### src/rtl/rls_result_drain.sv
// rls_result_drain: captures RLS solution words into a circular buffer and streams them out with block markers.
// Define RLS_DRAIN_TAG_EN to add rd_tag, the low 16 bits of the head word's block index.
module rls_result_drain #(
   parameter int N     = 16,
   parameter int W     = 32,
   parameter int DEPTH = 64
) (
   input  logic         clk,
   input  logic         reset,
   input  logic         write,
   input  logic [W-1:0] xin,
   input  logic         seq_final,
   output logic [W-1:0] rd_data,
   output logic         rd_valid,
   output logic         rd_last,
   input  logic         rd_ready,
   output logic [31:0]  blocks_done,
   output logic         overflow,
   output logic         len_err,
`ifdef RLS_DRAIN_TAG_EN
   output logic [15:0]  rd_tag,
`endif
   output logic         done
);
   localparam int AW = $clog2(DEPTH);
   localparam int CW = $clog2(N + 1);
`ifdef RLS_DRAIN_TAG_EN
   localparam int MW = W + 17;
`else
   localparam int MW = W + 1;
`endif
   localparam logic [AW:0]   OCC_FULL = (AW + 1)'(DEPTH);
   localparam logic [CW-1:0] LAST_CNT = CW'(N - 1);

   logic [MW-1:0] mem [DEPTH];
   logic [AW-1:0] wptr_q, wptr_d, rptr_q, rptr_d;
   logic [AW:0]   occ_q, occ_d;
   logic [CW-1:0] wcnt_q, wcnt_d;
   logic [31:0]   blocks_q, blocks_d;
   logic          overflow_q, overflow_d;
   logic          len_err_q, len_err_d;
   logic          final_seen_q, final_seen_d;
   logic          push, pop, is_last;
   logic [MW-1:0] wr_word, head;

   assign head     = mem[rptr_q];
   assign rd_valid = (occ_q != '0);
   assign pop      = rd_valid && rd_ready;
   // A full buffer still accepts a word when the head leaves in the same cycle.
   assign push     = write && ((occ_q != OCC_FULL) || pop);
   assign is_last  = write && (wcnt_q == LAST_CNT);

`ifdef RLS_DRAIN_TAG_EN
   assign wr_word = {blocks_q[15:0], is_last, xin};
   assign rd_tag  = rd_valid ? head[W+16:W+1] : 16'd0;
`else
   assign wr_word = {is_last, xin};
`endif

   assign rd_data     = rd_valid ? head[W-1:0] : '0;
   assign rd_last     = rd_valid && head[W];
   assign blocks_done = blocks_q;
   assign overflow    = overflow_q;
   assign len_err     = len_err_q;
   assign done        = final_seen_q && (occ_q == '0);

   always_comb begin
      wptr_d       = wptr_q;
      rptr_d       = rptr_q;
      wcnt_d       = wcnt_q;
      blocks_d     = blocks_q;
      overflow_d   = overflow_q;
      len_err_d    = len_err_q;
      final_seen_d = final_seen_q || seq_final;
      occ_d        = occ_q + (AW + 1)'(push) - (AW + 1)'(pop);
      if (push) wptr_d = wptr_q + AW'(1);
      if (pop)  rptr_d = rptr_q + AW'(1);
      if (write) begin
         // Framing advances even for dropped words so later blocks stay aligned.
         if (is_last) begin
            wcnt_d   = '0;
            blocks_d = blocks_q + 32'd1;
         end else begin
            wcnt_d = wcnt_q + CW'(1);
         end
         if (!push) overflow_d = 1'b1;
      end else if (wcnt_q != '0) begin
         len_err_d = 1'b1;
         wcnt_d    = '0;
      end
   end

   always_ff @(posedge clk or negedge reset) begin
      if (!reset) begin
         wptr_q       <= '0;
         rptr_q       <= '0;
         occ_q        <= '0;
         wcnt_q       <= '0;
         blocks_q     <= '0;
         overflow_q   <= 1'b0;
         len_err_q    <= 1'b0;
         final_seen_q <= 1'b0;
      end else begin
         wptr_q       <= wptr_d;
         rptr_q       <= rptr_d;
         occ_q        <= occ_d;
         wcnt_q       <= wcnt_d;
         blocks_q     <= blocks_d;
         overflow_q   <= overflow_d;
         len_err_q    <= len_err_d;
         final_seen_q <= final_seen_d;
      end
   end

   always_ff @(posedge clk) begin
      if (push) mem[wptr_q] <= wr_word;
   end
endmodule

### config.mk
export PLATFORM = sky130hd
export DESIGN_NAME = rls_result_drain
export DESIGN_NICKNAME = d
export VERILOG_FILES = /design/src/rtl/rls_result_drain.sv
export SDC_FILE = /design/constraint.sdc
export NUM_CORES = 2
export LEC_CHECK = 0
export ABC_AREA = 1
export CAP_MARGIN = 20
export CORE_MARGIN = 3
export CORE_UTILIZATION = 44
export CTS_BUF_LIST = sky130_fd_sc_hd__clkbuf_8 sky130_fd_sc_hd__clkbuf_16
export DETAILED_ROUTE_END_ITERATION = 12
export PLACE_DENSITY = 0.61
export SLEW_MARGIN = 20
export SYNTH_ARGS = -nofsm -noshare
export SYNTH_HDL_FRONTEND = slang
export SYNTH_SLANG_ARGS = --single-unit
### constraint.sdc
create_clock -name clk -period 12.6 [get_ports clk]
set_input_delay 2.52 -clock clk [delete_from_list [all_inputs] [get_ports clk]]
set_output_delay 2.52 -clock clk [all_outputs]
set_load 0.02 [all_outputs]
Word level (Yosys, flattened, before mapping)
Memory sizes are Yosys's and may differ from the RTL's.
Cells that the tools add are included.

word-level totals
  input port bits = 37
  bits in registers = 59
  memories = 1
  RAM bits = 2112

operators by class
  reduce and logical (&&, ||, !) cells = 14
  bitwise gates (word level) = 2
  muxes and demuxes = 6
  add/sub/neg operators = 6
  eq/ne operators = 2

memory list
  memory  words  width  rd ports  clocked after memory_dff  wr ports  line  source
  mem     64     33     1         0                         1         35    logic [MW-1:0] mem [DEPTH];

operator list
  operator                                                          number
  32-bit by 1-bit adder with 32-bit output (second input constant)  1
  32-bit two-way mux                                                1
  5-bit two-way mux                                                 3
  6-bit by 1-bit adder with 6-bit output (second input constant)    2
  7-bit by 1-bit adder with 7-bit output                            1
  7-bit logical NOT                                                 1
  7-bit inequality test (second input constant)                     1
  7-bit nonzero test                                                1
  7-bit by 1-bit subtractor with 7-bit output                       1
  2-bit AND reduction                                               3
  5-bit by 1-bit adder with 5-bit output (second input constant)    1
  5-bit by 4-bit == test with 1-bit output (second input constant)  1
  1-bit logical AND                                                 5
  5-bit nonzero test                                                1
  1-bit logical OR                                                  2
  1-bit two-way mux                                                 2
  1-bit inverter                                                    2
  2-bit nonzero test                                                1

Depth between registers and ports, before layout
  depth in word-level cells = 6
  mapped depth = 18
  depth with buffers taken out = 17

Worst setup path after synthesis
No wires, ideal clock.

  path kind = input-to-reg
  start point = input port write
  end point = memory mem[7][0] in the netlist's numbering (enable)
  required time = 12.094 ns
  arrival time = 6.507 ns
  path slack = 5.587 ns
  stages = 6
  library setup time = 0.506 ns
  cells stage by stage = buf_2 nand2_1 inv_1 clkbuf_1 nand2_1 nor4_1

between the ends
  cells in the longest elaborated chain, start to end = 3

ends and longest elaborated chain
  what                                     line  source
  start, declared                          10    input logic write,
  1-bit logical AND                        50    assign push = write && ((occ_q != OCC_FULL) || pop);
  1-bit two-way mux                        116   if (push) mem[wptr_q] <= wr_word;
  1-bit two-way mux (implied by the code)  116
  end, declared                            35

No other way between the ends.

Worst setup path after layout
  start point = register rptr_q[0]
  end point = output port rd_data[12]

between the ends
  cells in the longest elaborated chain, start to end = 2

ends and longest elaborated chain
  what                     line  source
  start, declared          36    logic [AW-1:0] wptr_q, wptr_d, rptr_q, rptr_d;
  start signal, assigned   105   rptr_q <= rptr_d;
  memory read 64 x 33 bit  -
  32-bit two-way mux       60    assign rd_data = rd_valid ? head[W-1:0] : '0;
  end, declared            13    output logic [W-1:0] rd_data,

No other way between the ends.

==> results.ini <==
[timing]
setup_tns_ns = 0
worstMarginPinSlew_ns = 1.23
rsz0062_at_grt = false
setup_viol = 0
skew_ns = 0.0304
drv_slew = 0
max_freq_ghz = 0.113
fin_crit_ns = 8.83
slew_headroom = 0.178
hold_viol = 0
period_share = 0.701

[global_routing]
grt_max_degree = 219
track_usage = 0.243
grt_pass1_vias = 58200
grt_pass1_wl_um = 384000
antenna_found_initial = 1
overflow = 0

[run_status]
outcome = finished clean

[synth]
synth_edf_count = 2112
ys_async_sr_fraction = 0.0272
synth.avg_cell_area_um2 = 10.8
yosysUniqueCellTypes = 28
netlist_instances = 8478
seq_area_frac_synth = 0.711
ys_warn_count = 0
synth.area.top_cells = edfxtp_1, nand2_1, nand3_1
syn_area_um2 = 91200
synthesis.nets = 8529
synth_top_area_cell = edfxtp_1
synth_top_cell_area_share = 0.695
synth-seq-cells = 2171
synth_flop_cell = edfxtp_1

[die]
start_util = 0.444
fp.dieW_um = 461
rows = 166
die_h_um = 461
core_area_um2 = 205000
die_area_um2 = 213000
ios = 106

[setup_path]
crit_path_start_kind = register
critPathArrivalTime_ns = 6.31
crit_chain = inv_8 > buf_12 > buf_4 > nand2_1 > nand3_1 > nand3_1 > nand2_1 > nor2_1 > nand2_1 > nand3_1 > a21oi_1 > clkdlybuf4s50_1
critPathRequiredTime_ns = 10.08
path_class = register to primary output
end_kind = primary output
critPathSlowestCell = buf_4
cp_max_fo = 161
slowest_delay_ns = 0.87

[cells_and_area]
final_area_um2 = 102000
diodes = 0
nets = 8554
final_cell_mix = nand2_1, edfxtp_1, nand3_1
syn_to_final_growth_pct = 12.0
final_core_util = 0.498
fillCellCount = 17900
drive_gt1_frac = 0.0651
fin_cells = 11400
mostFrequentLayoutCell = nand2_1

[clock_network]
clock_path_buffers = 3
htreeDepth = 4
cts_resized = 0
cts_setup_buffers = 0
numCtsBuffers = 218
clock_sinks = 2171
cts_tree = built
ctsHoldBuffers = 0
cts_root_buffer = clkbuf_16
clk-insertion-delay-late_ns = 0.86
clk_pin_slew_worst_paths_ns = 0.06

[routing]
routed_wl_um = 261000
drt_pass1_iterations = 6
drtIter0Drc = 7475
ant_nets = 0
vias = 61000
wl_per_cell_um = 23.0
vias_per_cell = 5.36
drc = 0

[power]
vdd_drop_max_v = 0.000204
leakage_nw = 40.0
power-per-cell-area_nw_per_um2 = 221

[placed_design]
dp_hpwl_um = 135000
gp_congestion = 0.811
io_buffers = 105
place_inst = 11000
dpl-instance-area_um2 = 95200

[hold_path]
min_path_type = register to register

[flow_run]
cap_violations = 0

-- cell families (layout without fill, tap and decap cells) --
logic type,Yosys count,in the layout,synth area share
flip-flops,2171,2171,0.711
adder cells (fa/ha/maj),14,14,0.00200
AND/OR/NAND/NOR,4580,4580,0.204
AO/OA/AOI/OAI,398,398,0.0220
buffers and inverters,1271,1475,0.0566
XOR/XNOR,44,44,0.00422
-- metrics by stage --
stage / power, W / setup WS (ns) / hold WS [ns]
after floorplan: 0.0134 / 5.59 / 0.437
after global placement: 0.0163 / 4.73 / 0.453
after detailed placement: 0.0164 / 4.75 / 0.460
after CTS: 0.0227 / 3.79 / 0.475
after global routing: 0.0237 / 3.55 / 0.503
final: 0.0226 / 3.77 / 0.474
-- worst max-delay path, delay by kind of cell (launching register included) --
kind	cells	cell delay (ns)
buffers and inverters	4	2.89
flip-flops	1	0.82
AND/OR/NAND/NOR	7	0.78
AO/OA/AOI/OAI	1	0.73
-- per-layer routing --
layer  global-route usage  wire length (um)  vias to the layer above
met1                0.335            108000                    29700
met3               0.0394             22100                      468
met2                0.390            121000                     2683
li1                     -                 -                    28200
met5                    0                 0                        -
met4               0.0904              9910                        0
-- power by group --
| part | leakage, nW | switching, W | internal, W |
|---|---|---|---|
| clock network | 3.64 | 0.00279 | 0.00355 |
| registers | 19.8 | 0.000195 | 0.00820 |
| logic | 16.6 | 0.00580 | 0.00207 |
| total | 40.0 | 0.00879 | 0.0138 |
-- area by class of cell --
cell class	count	area, um^2	share of cell area
Sequential cell	2171	64900	0.635
Inverter	820	3110	0.0304
Clock inverter	176	1460	0.0143
Timing Repair Buffer	256	2160	0.0212
Clock buffer	223	5540	0.0541
Tap cell	2688	3360	0.0329
Multi-Input combinational cell	5036	21700	0.212
-- worst paths after layout --
check                          endpoint  cells after the start    startpoint  slack, ns
max                         rd_data[12]                     12     rptr_q[0]       3.77
min                        final_seen_q                      1  final_seen_q       0.47
max reg2reg                  mem[61][5]                     10      occ_q[2]       7.99
min reg2reg                final_seen_q                      1  final_seen_q       0.47
max in group asynchronous     rptr_q[1]                      2         reset      10.08
min in group asynchronous       len_err                      2         reset       1.86
-- flip-flops by register name (all words and copies together), names as in the netlist --
register	count
blocks_done	32
final_seen_q	1
len_err	1
mem	2112
occ_q	7
overflow	1
rptr_q	6
wcnt_q	5
wptr_q	6
-- cells in the mapped netlist (15+ instances only) --
master,number
edfxtp_1,2112
clkbuf_1,242
buf_2,115
buf_4,27
buf_6,17
xor2_1,36
a21oi_1,169
nand4_1,15
dfrtp_1,59
nand3_1,1070
nor2_1,688
inv_1,814
nand2_1,2786
buf_1,49
o21ai_0,225
(Power assumes the default switching activity.)
